File: src/rtl/sequence_gen_tx.sv
// Serial pattern transmitter: shifts PATTERN out MSB first, rep_num times,
// with GAP_CYC idle cycles between copies. All outputs are registered.
module sequence_gen_tx #(
    parameter int              PAT_W   = 5,
    parameter logic [PAT_W-1:0] PATTERN = 5'b10111,
    parameter int              REP_W   = 4,
    parameter int              GAP_CYC = 1
) (
    input  logic             clk,
    input  logic             rst,
    input  logic             start,
    input  logic [REP_W-1:0] rep_num,
    output logic             data,
    output logic             data_valid,
    output logic             busy,
    output logic             done
);

    localparam int BW = $clog2(PAT_W);
    localparam int GW = (GAP_CYC > 0) ? $clog2(GAP_CYC + 1) : 1;
    localparam logic [BW-1:0] BIT_LAST = BW'(PAT_W - 1);
    localparam logic [GW-1:0] GAP_LAST = GW'((GAP_CYC > 0) ? GAP_CYC - 1 : 0);

    typedef enum logic [1:0] {IDLE, SEND, GAP, DONE} state_t;

    state_t             state_q, state_d;
    logic [BW-1:0]      bit_cnt_q, bit_cnt_d;
    logic [GW-1:0]      gap_cnt_q, gap_cnt_d;
    logic [REP_W-1:0]   rep_cnt_q, rep_cnt_d;
    logic               data_q, data_d;
    logic               valid_q, valid_d;
    logic               busy_q, busy_d;
    logic               done_q, done_d;
    logic [PAT_W-1:0]   pat_rev;

    // Bit-reversed pattern so bit_cnt indexes the transmit order directly.
    for (genvar g = 0; g < PAT_W; g++) begin : g_rev
        assign pat_rev[g] = PATTERN[PAT_W-1-g];
    end

    always_comb begin
        state_d   = state_q;
        bit_cnt_d = bit_cnt_q;
        gap_cnt_d = gap_cnt_q;
        rep_cnt_d = rep_cnt_q;
        case (state_q)
            IDLE: begin
                if (start) begin
                    state_d   = SEND;
                    bit_cnt_d = '0;
                    rep_cnt_d = (rep_num == '0) ? REP_W'(1) : rep_num;
                end
            end
            SEND: begin
                if (bit_cnt_q == BIT_LAST) begin
                    bit_cnt_d = '0;
                    // rep_cnt holds copies still to send including this one, so max value never overflows.
                    if (rep_cnt_q > REP_W'(1)) begin
                        rep_cnt_d = rep_cnt_q - REP_W'(1);
                        if (GAP_CYC > 0) begin
                            state_d   = GAP;
                            gap_cnt_d = '0;
                        end
                    end else begin
                        rep_cnt_d = '0;
                        state_d   = DONE;
                    end
                end else begin
                    bit_cnt_d = bit_cnt_q + BW'(1);
                end
            end
            GAP: begin
                if (gap_cnt_q == GAP_LAST) begin
                    state_d   = SEND;
                    gap_cnt_d = '0;
                end else begin
                    gap_cnt_d = gap_cnt_q + GW'(1);
                end
            end
            DONE:    state_d = IDLE;
            default: state_d = IDLE;
        endcase
    end

    // Outputs are decoded from the next state so they line up with it after the edge.
    always_comb begin
        data_d  = (state_d == SEND) && pat_rev[bit_cnt_d];
        valid_d = (state_d == SEND);
        busy_d  = (state_d == SEND) || (state_d == GAP);
        done_d  = (state_d == DONE);
    end

    always_ff @(posedge clk or negedge rst) begin
        if (!rst) begin
            state_q   <= IDLE;
            bit_cnt_q <= '0;
            gap_cnt_q <= '0;
            rep_cnt_q <= '0;
            data_q    <= 1'b0;
            valid_q   <= 1'b0;
            busy_q    <= 1'b0;
            done_q    <= 1'b0;
        end else begin
            state_q   <= state_d;
            bit_cnt_q <= bit_cnt_d;
            gap_cnt_q <= gap_cnt_d;
            rep_cnt_q <= rep_cnt_d;
            data_q    <= data_d;
            valid_q   <= valid_d;
            busy_q    <= busy_d;
            done_q    <= done_d;
        end
    end

    assign data       = data_q;
    assign data_valid = valid_q;
    assign busy       = busy_q;
    assign done       = done_q;

endmodule

File: config.mk
export PLATFORM = sky130hd
export DESIGN_NAME = sequence_gen_tx
export DESIGN_NICKNAME = d
export VERILOG_FILES = /design/src/rtl/sequence_gen_tx.sv
export SDC_FILE = /design/constraint.sdc
export NUM_CORES = 1
export LEC_CHECK = 0
export CAP_MARGIN = 40
export CORE_UTILIZATION = 35
export CTS_BUF_LIST = sky130_fd_sc_hd__clkbuf_2 sky130_fd_sc_hd__clkbuf_4 sky130_fd_sc_hd__clkbuf_8
export DETAILED_ROUTE_END_ITERATION = 7
export DONT_BUFFER_PORTS = 1
export GPL_ROUTABILITY_DRIVEN = 0
export PLACE_DENSITY = 0.47
export SYNTH_ARGS = -nofsm -noshare
export SYNTH_HDL_FRONTEND = slang
export SYNTH_SLANG_ARGS = --single-unit
File: constraint.sdc
create_clock -name clk -period 2.45 [get_ports clk]
set_input_delay 0.6125 -clock clk [delete_from_list [all_inputs] [get_ports clk]]
set_output_delay 0.6125 -clock clk [all_outputs]
set_load 0.01 [all_outputs]
# --- Yosys cells after proc, flatten, opt, wreduce, memory -nomap -nowiden ---
# Memories as Yosys holds them, arrays and structs flattened.
# Index checks and enable logic that the tools add are counted.
op_classes:
  n_addsub: 3
  mul: 0
  div: 0
  magnitude_cmp: 2
  eq_ne: 10
  n_shift: 0
  muxes: 18
  bitwise_logic: 0
  reduce_logical: 8
op_table:
  columns: ["op", "n"]
  rows:
  - ["4-bit 2-to-1 mux", 4]
  - ["2-bit == test (second input constant)", 4]
  - ["2-bit one-hot mux with 4 select lines", 1]
  - ["4-bit one-hot mux with 2 select lines", 1]
  - ["2-bit 2-to-1 mux", 3]
  - ["3-bit 2-to-1 mux", 2]
  - ["2-bit inequality test (second input constant)", 3]
  - ["3-bit one-hot mux with 2 select lines", 1]
  - ["3-bit AND reduction", 2]
  - ["1-bit 2-to-1 mux", 5]
  - ["2-bit by 1-bit == test with 1-bit output (second input constant)", 2]
  - ["4-bit by 1-bit > comparator with 1-bit output (second input constant)", 1]
  - ["4-bit zero test", 1]
  - ["3-bit by 4-bit less-than comparator with 1-bit output (second input constant)", 1]
  - ["2-bit nonzero test", 2]
  - ["4-bit by 1-bit subtractor with 4-bit output (second input constant)", 1]
  - ["3-bit by 1-bit adder with 3-bit output (second input constant)", 1]
  - ["3-bit == test (second input constant)", 1]
  - ["2-bit zero test", 1]
  - ["1-bit one-hot mux with 2 select lines", 1]
  - ["1-bit adder (second input constant)", 1]
  - ["1-bit logical AND", 1]
  - ["1-bit logical OR", 1]
totals:
  reg_bits: 14
  latch_bits: 0
  mem_bits_rw: 0
  rom_bits: 8
  output_inout_bits: 4
  mem_count: 1
mem_list:
  columns: ["name", "depth", "width", "read_ports", "rd_clocked_by_memory_dff", "wr", "line", "source"]
  rows:
  - ["(no name shown)", 8, 1, 1, 0, 0, "87", "data_d = (state_d == SEND) && pat_rev[bit_cnt_d];"]

# --- Longest topological paths before layout ---
# Gate-level depths: netlist of the first run.
logic_depth:
  word_depth: 6
  mapped_depth: 8

# --- Worst setup path after synthesis of the first run ---
# No wires, ideal clock.
synth_timing:
  kind: "register to register"
  startpoint: "register rep_cnt_q[0]"
  endpoint: "register data_q (netlist: data)"
  t_arrival_ps: 1442
  required_time_ps: 2320
  setup_slack_ps: 878
  stages_incl_launch_ff: 9
  path_buffers: 0
  synth_period_minus_slack_ps: 1572
  path_cell_list: "dfrtp_1 -> inv_1 -> ha_1 -> nor2_1 -> nor3_1 -> o21ai_1 -> o21ai_0 -> ha_1 -> a21boi_2"
synth_between:
  elab_chain_cells: 6
synth_lines:
  columns: ["element", "line", "source"]
  rows:
  - ["start, declared", "29", "logic [REP_W-1:0] rep_cnt_q, rep_cnt_d;"]
  - ["start signal, assigned", "107", "rep_cnt_q <= rep_cnt_d;"]
  - ["4-bit by 1-bit > comparator with 1-bit output", "58", "if (rep_cnt_q > REP_W'(1)) begin"]
  - ["1-bit 2-to-1 mux", "58", null]
  - ["2-bit 2-to-1 mux", "55", "if (bit_cnt_q == BIT_LAST) begin"]
  - ["2-bit one-hot mux with 4 select lines", "46", "case (state_q)"]
  - ["named net state_d[0]", "26", "state_t state_q, state_d;"]
  - ["2-bit by 1-bit == test with 1-bit output", null, null]
  - ["named net valid_d", "31", "logic valid_q, valid_d;"]
  - ["1-bit logical AND", "87", null]
  - ["named net data_d", "30", "logic data_q, data_d;"]
  - ["end signal, assigned", "108", "data_q <= data_d;"]
  - ["end, declared", "30", null]
# The timed path passes the listed nets, and every way through them passes these cells.
# A chain may end at the register's enable or synchronous reset.

# --- Worst setup path in the final report of the first run ---
# Ends and elaborated chain as after synthesis.

==> results.py, run 1 <==
metrics = {
    "run_status": {
        "status": "complete, no violations",
    },
    "critical_path": {
        "critical_path_required_ns": 2.61,
        "worstSetupPathType": "reg2reg",
        "endpoint_kind": "register",
        "cp.arrival_ns": 1.94,
        "crit_buf_inv": 1,
        "slowest_stage": "dfrtp_1",
        "cp_max_fo": 5,
        "cpMostUsedCell": "ha_1",
        "path_delay_family": "adder cells",
        "crit_chain": "inv_1, ha_1, nor2_1, nor3_1, o21ai_1, o21ai_0, ha_1, a21boi_2",
        "worstSetupStartpointType": "register",
        "critPathMaxStageDelay_ns": 0.41,
    },
    "routing": {
        "via_per_inst": 4.92,
        "routedWlPerCell_um": 12.6,
        "routed_wl_um": 1230,
        "first_iter_violations": 14,
        "drc": 0,
        "vias": 482,
        "drtAntennaViolNets": 0,
        "dr.pass1.iters": 4,
    },
    "power_and_ir_drop": {
        "p_total_mw": 0.358,
        "worst_ir_drop_vdd_mv": 0.302,
        "leakagePower_nw": 0.357,
        "p_per_area_nw_per_um2": 457,
    },
    "cts": {
        "cts_buffers": 3,
        "root_buffer": "clkbuf_4",
        "postCtsSetupBuffers": 0,
        "ctsHtreeMaxLevel": 1,
        "clk_path_buf_depth": 2,
        "clock_latency_ns": 0.28,
        "clock-sinks": 13,
        "hold_buffers": 0,
        "cts_resized": 0,
        "clkTransAtPathRegs_ns": 0.09,
        "cts_tree": "yes",
    },
    "grt": {
        "grt.overflow.total": 0,
        "grt_use_total_pct": 13.3,
        "grt_pass1_vias": 445,
        "antenna_found_initial": 0,
        "grt_max_degree": 14,
        "grt_pass1_wl_um": 1950,
    },
    "yosys": {
        "syn_inst": 68,
        "synthFlopType": "dfrtp_1",
        "synth_nets": 81,
        "seq_area_frac_synth_pct": 45.6,
        "ys_ff_latch": 13,
        "synth_edf_count": 0,
        "synthArstFlopShare_pct": 100,
        "yosys_warnings": 0,
        "avgSynthCellArea_um2": 10.5,
        "synth.distinct_cells": 26,
        "netlist_area_um2": 713,
    },
    "die": {
        "core_area_um2": 1820,
        "die_h_um": 47.1,
        "die_x_um": 47.1,
        "dieArea_um2": 2220,
        "ios": 11,
        "placementRows": 15,
        "start_util_pct": 39.2,
    },
    "cells_and_area": {
        "final_nets": 87,
        "drive_above_1_share_pct": 17.8,
        "n_antenna_cell": 0,
        "area_growth_pct": 9.65,
        "fin_util_pct": 43.0,
    },
    "min_path": {
        "hold_class": "in2reg",
    },
    "place": {
        "hpwl_um": 931,
        "port-buffer-count": 0,
    },
    "timing": {
        "worstMarginPinSlew_ns": 0.576,
        "final_hold_viol_count": 0,
        "slew_violations": 0,
        "rsz0062_at_grt": "false",
        "fin_setup_tns_ns": 0,
        "post-route-period-util_pct": 72.7,
        "fin_skew_ns": 0.00342,
        "slew_headroom_pct": 61.5,
        "fmax_mhz": 562,
        "setup_violations": 0,
        "period_needed_ns": 1.78,
    },
    "job": {
        "maxCapViolations": 0,
    },
}
logic make-up after synthesis:
group / Yosys count / synth area share [%]
AOI/OAI and AO/OA: 20 / 23.9
buffers and inverters: 7 / 3.68
DFF: 13 / 45.6
and+or+nand+nor: 22 / 16.3
adders and majority gates: 6 / 10.5
synth_stat cells, types with 2 or more instances:
library cell / instances / area share, %
inv_1: 7 / 3.7
nand2_1: 7 / 3.7
nor3_1: 4 / 2.8
ha_1: 6 / 11
dfrtp_1: 13 / 46
nand3_1: 3 / 2.1
a22o_1: 2 / 2.5
nor2_1: 3 / 1.6
a21oi_2: 2 / 2.5
o21ai_1: 5 / 3.5
final timing paths:
path / start / end / slack, ns / depth (start not counted)
worst max-delay path: rep_cnt_q[0] / data / 0.67 / 8
worst min-delay path: rep_num[1] / rep_cnt_q[1] / 0.54 / 2
worst max register to register: rep_cnt_q[0] / data / 0.67 / 8
worst min register to register: bit_cnt_q[0] / bit_cnt_q[0] / 0.55 / 2
max in group asynchronous: rst / bit_cnt_q[2] / 1.31 / 1
min in group asynchronous: rst / state_q[0] / 0.76 / 1
cell usage in the layout, fill, tap and decap left out, types with 2 or more instances in the layout:
cell	instances
dfrtp_1	13
nand2_1	7
nor2_1	3
nor3_1	4
inv_1	7
a21oi_2	2
nand3_1	3
clkbuf_4	3
a22o_1	2
ha_1	6
o21ai_1	5
flip-flops by register name (all words and copies together), names as in the netlist:
register / cells
data_valid: 1
rep_cnt_q: 4
done: 1
bit_cnt_q: 3
busy: 1
data: 1
state_q: 2
where the power goes:
part	internal, mW	switching, mW	total, mW
combinational	0.00153	0.00436	0.00589
sequential	0.214	0	0.214
clock	0.0606	0.0768	0.137
per-stage QoR:
stage	hold slack, ns	setup slack (ns)	std cells	cell area [um^2]
after global routing	0.541	0.510	98	782
after detailed placement	0.317	0.684	93	744
after global placement	0.317	0.713	93	744
after floorplan	0.317	0.878	68	713
after CTS	0.00203	0.670	97	772
final	0.545	0.669	98	782
worst reg2reg max path: stages, from the launching register on:
cell	delay (ns)
dfrtp_1	0.41
inv_1	0.06
ha_1	0.23
nor2_1	0.18
nor3_1	0.07
o21ai_1	0.11
o21ai_0	0.19
ha_1	0.27
a21boi_2	0.15
area by class of cell:
class | instances | area [um^2]
clock buffers | 3 | 22.5
repair buffers | 1 | 10.0
inverters | 7 | 26.3
clock inverters | 1 | 5.00
well taps | 25 | 31.3
fillers | 191 | 1040
multi-input cells | 48 | 362
flip-flops and latches | 13 | 325
metal layers:
layer | global-route usage [%] | wire length [um] | up-vias
met5 | 0 | 0 | -
met4 | 8.57 | 34 | 0
met3 | 3.85 | 40 | 5
met2 | 16.7 | 494 | 7
met1 | 19.5 | 664 | 221
li1 | - | - | 249
No activity file was read; power rests on OpenSTA's default activity.
==> run 2: changes to the inputs <==
clock period = 1.9 ns   (was 2.45 ns; I/O delays follow)
==> results.py, run 2 (synthesis results as in run 1) <==
metrics = {
    "cells_and_area": {
        "area_growth_pct": 10.0,
        "n_antenna_cell": 0,
        "regMostFlops": "rep_cnt_q",
        "largest_reg_flops": 4,
        "drive_above_1_share_pct": 17.8,
        "final_cell_mix": "dfrtp_1 (13), inv_1 (7), nand2_1 (7)",
        "final_common_cell": "dfrtp_1",
        "top_regs": "rep_cnt_q: 4 flops, bit_cnt_q: 3 flops, state_q: 2 flops",
        "final_nets": 87,
    },
    "power_and_ir_drop": {
        "p_per_area_nw_per_um2": 608,
        "p_total_mw": 0.477,
        "leakagePower_nw": 0.358,
        "worst_ir_drop_vdd_mv": 0.352,
    },
    "routing": {
        "drtAntennaViolNets": 0,
        "dr.pass1.iters": 4,
        "via_per_inst": 5.04,
        "first_iter_violations": 12,
        "routedWlPerCell_um": 12.7,
        "routed_wl_um": 1250,
        "drc": 0,
        "vias": 494,
    },
    "min_path": {
        "hold_class": "in2reg",
        "hold_start": "rep_num[1]",
        "hold_depth": 2,
        "min_to": "rep_cnt_q[1]",
    },
    "die": {
        "ios": 11,
        "die_x_um": 47.1,
        "dieArea_um2": 2220,
        "die_h_um": 47.1,
        "start_util_pct": 39.2,
        "placementRows": 15,
        "core_area_um2": 1820,
    },
    "timing": {
        "slew_headroom_pct": 60.6,
        "final_hold_viol_count": 0,
        "rsz0062_at_grt": "false",
        "worstMarginPinSlew_ns": 0.589,
        "fin_skew_ns": 0.00219,
        "setup_slack_ns": 0.208,
        "slew_violations": 0,
        "fin_setup_tns_ns": 0,
        "post-route-period-util_pct": 89.0,
        "fmax_mhz": 591,
        "period_needed_ns": 1.69,
        "setup_violations": 0,
    },
    "critical_path": {
        "rr_startpoint": "rep_cnt_q[0]",
        "crit_start": "rep_cnt_q[0]",
        "worstSetupStartpointType": "register",
        "cp_max_fo": 5,
        "r2r-end": "data",
        "endpoint_kind": "register",
        "worst-r2r-cell-count": 8,
        "cp.arrival_ns": 1.85,
        "worstSetupPathType": "reg2reg",
        "rrSetupSlack_ns": 0.21,
        "critical_path_required_ns": 2.06,
    },
    "grt": {
        "grt_max_degree": 14,
        "antenna_found_initial": 0,
        "grt_pass1_wl_um": 2170,
        "grt_use_total_pct": 14.9,
        "grt.overflow.total": 0,
        "grt_pass1_vias": 469,
    },
    "place": {
        "port-buffer-count": 0,
        "hpwl_um": 943,
        "pre_cts_slack_ns": 0.161,
    },
    "cts": {
        "clock_latency_ns": 0.28,
        "clkTransAtPathRegs_ns": 0.08,
        "cts_buffers": 3,
        "root_buffer": "clkbuf_4",
        "postCtsSetupBuffers": 0,
        "cts_tree": "yes",
        "clock-sinks": 13,
        "ctsHtreeMaxLevel": 1,
        "clk_path_buf_depth": 2,
    },
    "job": {
        "maxCapViolations": 0,
    },
    "run_status": {
        "status": "complete, no violations",
    },
}
==> run 2: changes by cell type in the layout (fill, tap and decap cells not counted) <==
cell | before | now
o21ai_1 | 5 | 6
clkinv_2 | 1 | 0
o21ai_0 | 1 | 0
clkbuf_4 | 3 | 4
==> run 2: worst max path at each step <==
stage | endpoint | slack, ns | depth (start not counted)
floorplan | data | 0.33 | 8
global placement | data | 0.18 | 8
detailed placement | data | 0.16 | 8
CTS | data | 0.15 | 8
global route | data | 0.04 | 8
finish | data | 0.21 | 8
==> run 2: layout make-up <==
cell class | instances | area [um^2]
sequential | 13 | 325
clock buffer | 4 | 30.0
multi-input combinational | 48 | 362
inverter | 7 | 26.3
tap | 25 | 31.3
timing repair buffer | 1 | 10.0
fill | 179 | 1040
==> run 2: metrics by stage <==
| stage | instance area (um^2) | utilization (%) | hold WS (ns) | instances |
|---|---|---|---|---|
| CTS | 785 | 43.1 | 0.402 | 98 |
| detailed placement | 744 | 40.9 | 0.180 | 93 |
| global route | 785 | 43.1 | 0.401 | 98 |
| floorplan | 713 | - | 0.179 | 68 |
| finish | 785 | 43.1 | 0.404 | 98 |
| global placement | 744 | 40.9 | 0.180 | 93 |
==> run 2: critical path, stage by stage (launching register included) <==
cell	delay, ns
dfrtp_1	0.42
inv_1	0.06
ha_1	0.22
nor2_1	0.17
nor3_1	0.07
o21ai_1	0.11
o21ai_1	0.13
ha_1	0.24
a21boi_2	0.15
==> run 2: report_power, final <==
part           internal (mW)  switching [mW]
Combinational        0.00197         0.00577
Clock                 0.0958          0.0971
Sequential             0.276               0
Total                  0.374           0.103
==> run 2: timing repair <==
action | in CTS | in global routing
hold endpoints to repair | 13 | 0
endpoints found under the setup margin | 0 | 1
hold buffers | 1 | 0
resized for setup | 0 | 1
==> run 2: layer usage <==
layer / vias up / wire (um) / track usage [%]
met3: 5 / 42 / 3.46
met5: - / 0 / 0
met4: 0 / 35 / 10.3
li1: 254 / - / -
met2: 9 / 461 / 17.8
met1: 226 / 708 / 23.0
==> run 3: changes to the inputs <==
CORE_UTILIZATION = 40   (was 35)
PLACE_DENSITY = 0.52   (was 0.47)
==> results.py, run 3 (synthesis results as in run 1) <==
metrics = {
    "cts": {
        "clock_latency_ns": 0.28,
        "clock-sinks": 13,
        "cts_buffers": 3,
        "postCtsSetupBuffers": 0,
        "root_buffer": "clkbuf_4",
        "hold_buffers": 1,
        "clk_path_buf_depth": 2,
        "cts_tree": "yes",
        "ctsHtreeMaxLevel": 1,
        "clkTransAtPathRegs_ns": 0.08,
        "cts_resized": 0,
    },
    "power_and_ir_drop": {
        "switching_share_pct": 22.2,
        "netSwitchingPower_mw": 0.102,
        "combinationalPowerShare_pct": 1.7,
        "clkPwrFrac_pct": 38.0,
        "p_per_area_nw_per_um2": 589,
        "seq_power_share_pct": 60.3,
        "worst_ir_drop_vdd_mv": 0.482,
        "internal-power_mw": 0.356,
        "leakagePower_nw": 0.361,
    },
    "timing": {
        "slew_violations": 0,
        "post-route-period-util_pct": 91.0,
        "period_needed_ns": 1.73,
        "fin_setup_tns_ns": 0,
        "rsz0062_at_grt": "false",
        "slew_headroom_pct": 59.5,
        "fmax_mhz": 579,
        "worstMarginPinSlew_ns": 0.605,
        "fin_skew_ns": 0.00228,
        "setup_violations": 0,
        "final_hold_viol_count": 0,
        "holdWs_ns": 0.410,
    },
    "grt": {
        "grt_pass1_wl_um": 2150,
        "grt_use_total_pct": 15.8,
        "grt_max_degree": 14,
        "antenna_found_initial": 0,
        "grt_pass1_vias": 463,
        "grt.overflow.total": 0,
    },
    "cells_and_area": {
        "final_cell_mix": "dfrtp_1 (13), inv_1 (7), nand2_1 (7)",
        "num-fill-cells": 162,
        "top_regs": "rep_cnt_q: 4 flops, bit_cnt_q: 3 flops, state_q: 2 flops",
        "area_growth_pct": 9.12,
        "largest_reg_flops": 4,
        "final_common_cell": "dfrtp_1",
        "multiInputGateArea_um2": 362,
        "seq_area_um2": 325,
        "drive_above_1_share_pct": 18.9,
        "regMostFlops": "rep_cnt_q",
        "final_nets": 88,
        "n_antenna_cell": 0,
    },
    "min_path": {
        "hold_class": "in2reg",
    },
    "routing": {
        "via_per_inst": 5.59,
        "dr.pass1.iters": 4,
        "first_iter_violations": 16,
        "drc": 0,
        "drtAntennaViolNets": 0,
        "routedWlPerCell_um": 14.2,
        "vias": 503,
        "routed_wl_um": 1280,
    },
    "critical_path": {
        "cp_max_fo": 5,
        "critical_path_required_ns": 2.06,
        "worstSetupPathType": "reg2reg",
        "cpMostUsedCell": "ha_1",
        "worstSetupStartpointType": "register",
        "endpoint_kind": "register",
        "critPathMaxStageDelay_ns": 0.42,
        "cp.arrival_ns": 1.89,
        "slowest_stage": "dfrtp_1",
        "crit_chain": "inv_1, ha_1, nor2_1, nor3_1, o21ai_1, o21ai_0, ha_1, a21boi_2",
    },
    "die": {
        "die_h_um": 44.2,
        "dieArea_um2": 1960,
        "placementRows": 14,
        "ios": 11,
        "core_area_um2": 1580,
        "start_util_pct": 45.2,
        "die_x_um": 44.2,
    },
    "place": {
        "port-buffer-count": 0,
        "hpwl_um": 920,
    },
    "job": {
        "maxCapViolations": 0,
    },
    "run_status": {
        "status": "complete, no violations",
    },
}
[run 3: through the flow]
stage	utilization [%]	instance area [um^2]	cells	power [mW]	worst slack (ns)
detailed placement	47.0	741	85	0.283	0.188
CTS	49.4	778	90	0.472	0.174
finish	49.4	778	90	0.458	0.172
floorplan	-	713	68	0.283	0.328
global route	49.4	778	90	0.479	0.00121
global placement	47.0	741	85	0.283	0.230
[run 3: final timing paths]
path                                 to    startpoint  depth (start not counted)  slack (ns)
min in group asynchronous  rep_cnt_q[0]           rst                          1        0.64
max in group asynchronous  bit_cnt_q[2]           rst                          1        0.87
min                        rep_cnt_q[1]    rep_num[1]                          2        0.41
max                                data  rep_cnt_q[0]                          8        0.17
min reg2reg                bit_cnt_q[0]  bit_cnt_q[0]                          2        0.55
max reg2reg                        data  rep_cnt_q[0]                          8        0.17
[run 3: power groups by stage]
stage,registers [mW],clock network [mW],logic [mW]
4_1_cts,0.276,0.188,0.00819
3_3_place_gp,0.282,0,0.00103
3_5_place_dp,0.282,0,0.000978
2_1_floorplan,0.282,0,0.000891
5_1_grt,0.276,0.194,0.00932
6_report,0.276,0.174,0.00767
[run 3: area by class of cell]
type	count	area share (%)
multi-input cells	48	46.5
flip-flops and latches	13	41.8
inverters	7	3.38
clock buffers	3	2.89
well taps	16	2.57
repair buffers	2	2.25
clock inverters	1	0.643
[run 3: routing by layer]
| metal | GRT usage (%) | vias up | share of wire (%) |
|---|---|---|---|
| li1 | - | 251 | - |
| met1 | 23.1 | 240 | 51 |
| met2 | 20.0 | 10 | 43 |
| met3 | 4.08 | 2 | 5.1 |
| met4 | 10.9 | 0 | 0.70 |
| met5 | 0 | - | 0 |
[run 3: worst max-delay path: cells and delay by family (launching register included)]
family	cells	cell delay (ns)
adder cells (fa/ha/maj)	2	0.47
flip-flops	1	0.42
AND/OR/NAND/NOR	2	0.25
buffers and inverters	1	0.06
AO/OA/AOI/OAI	3	0.42
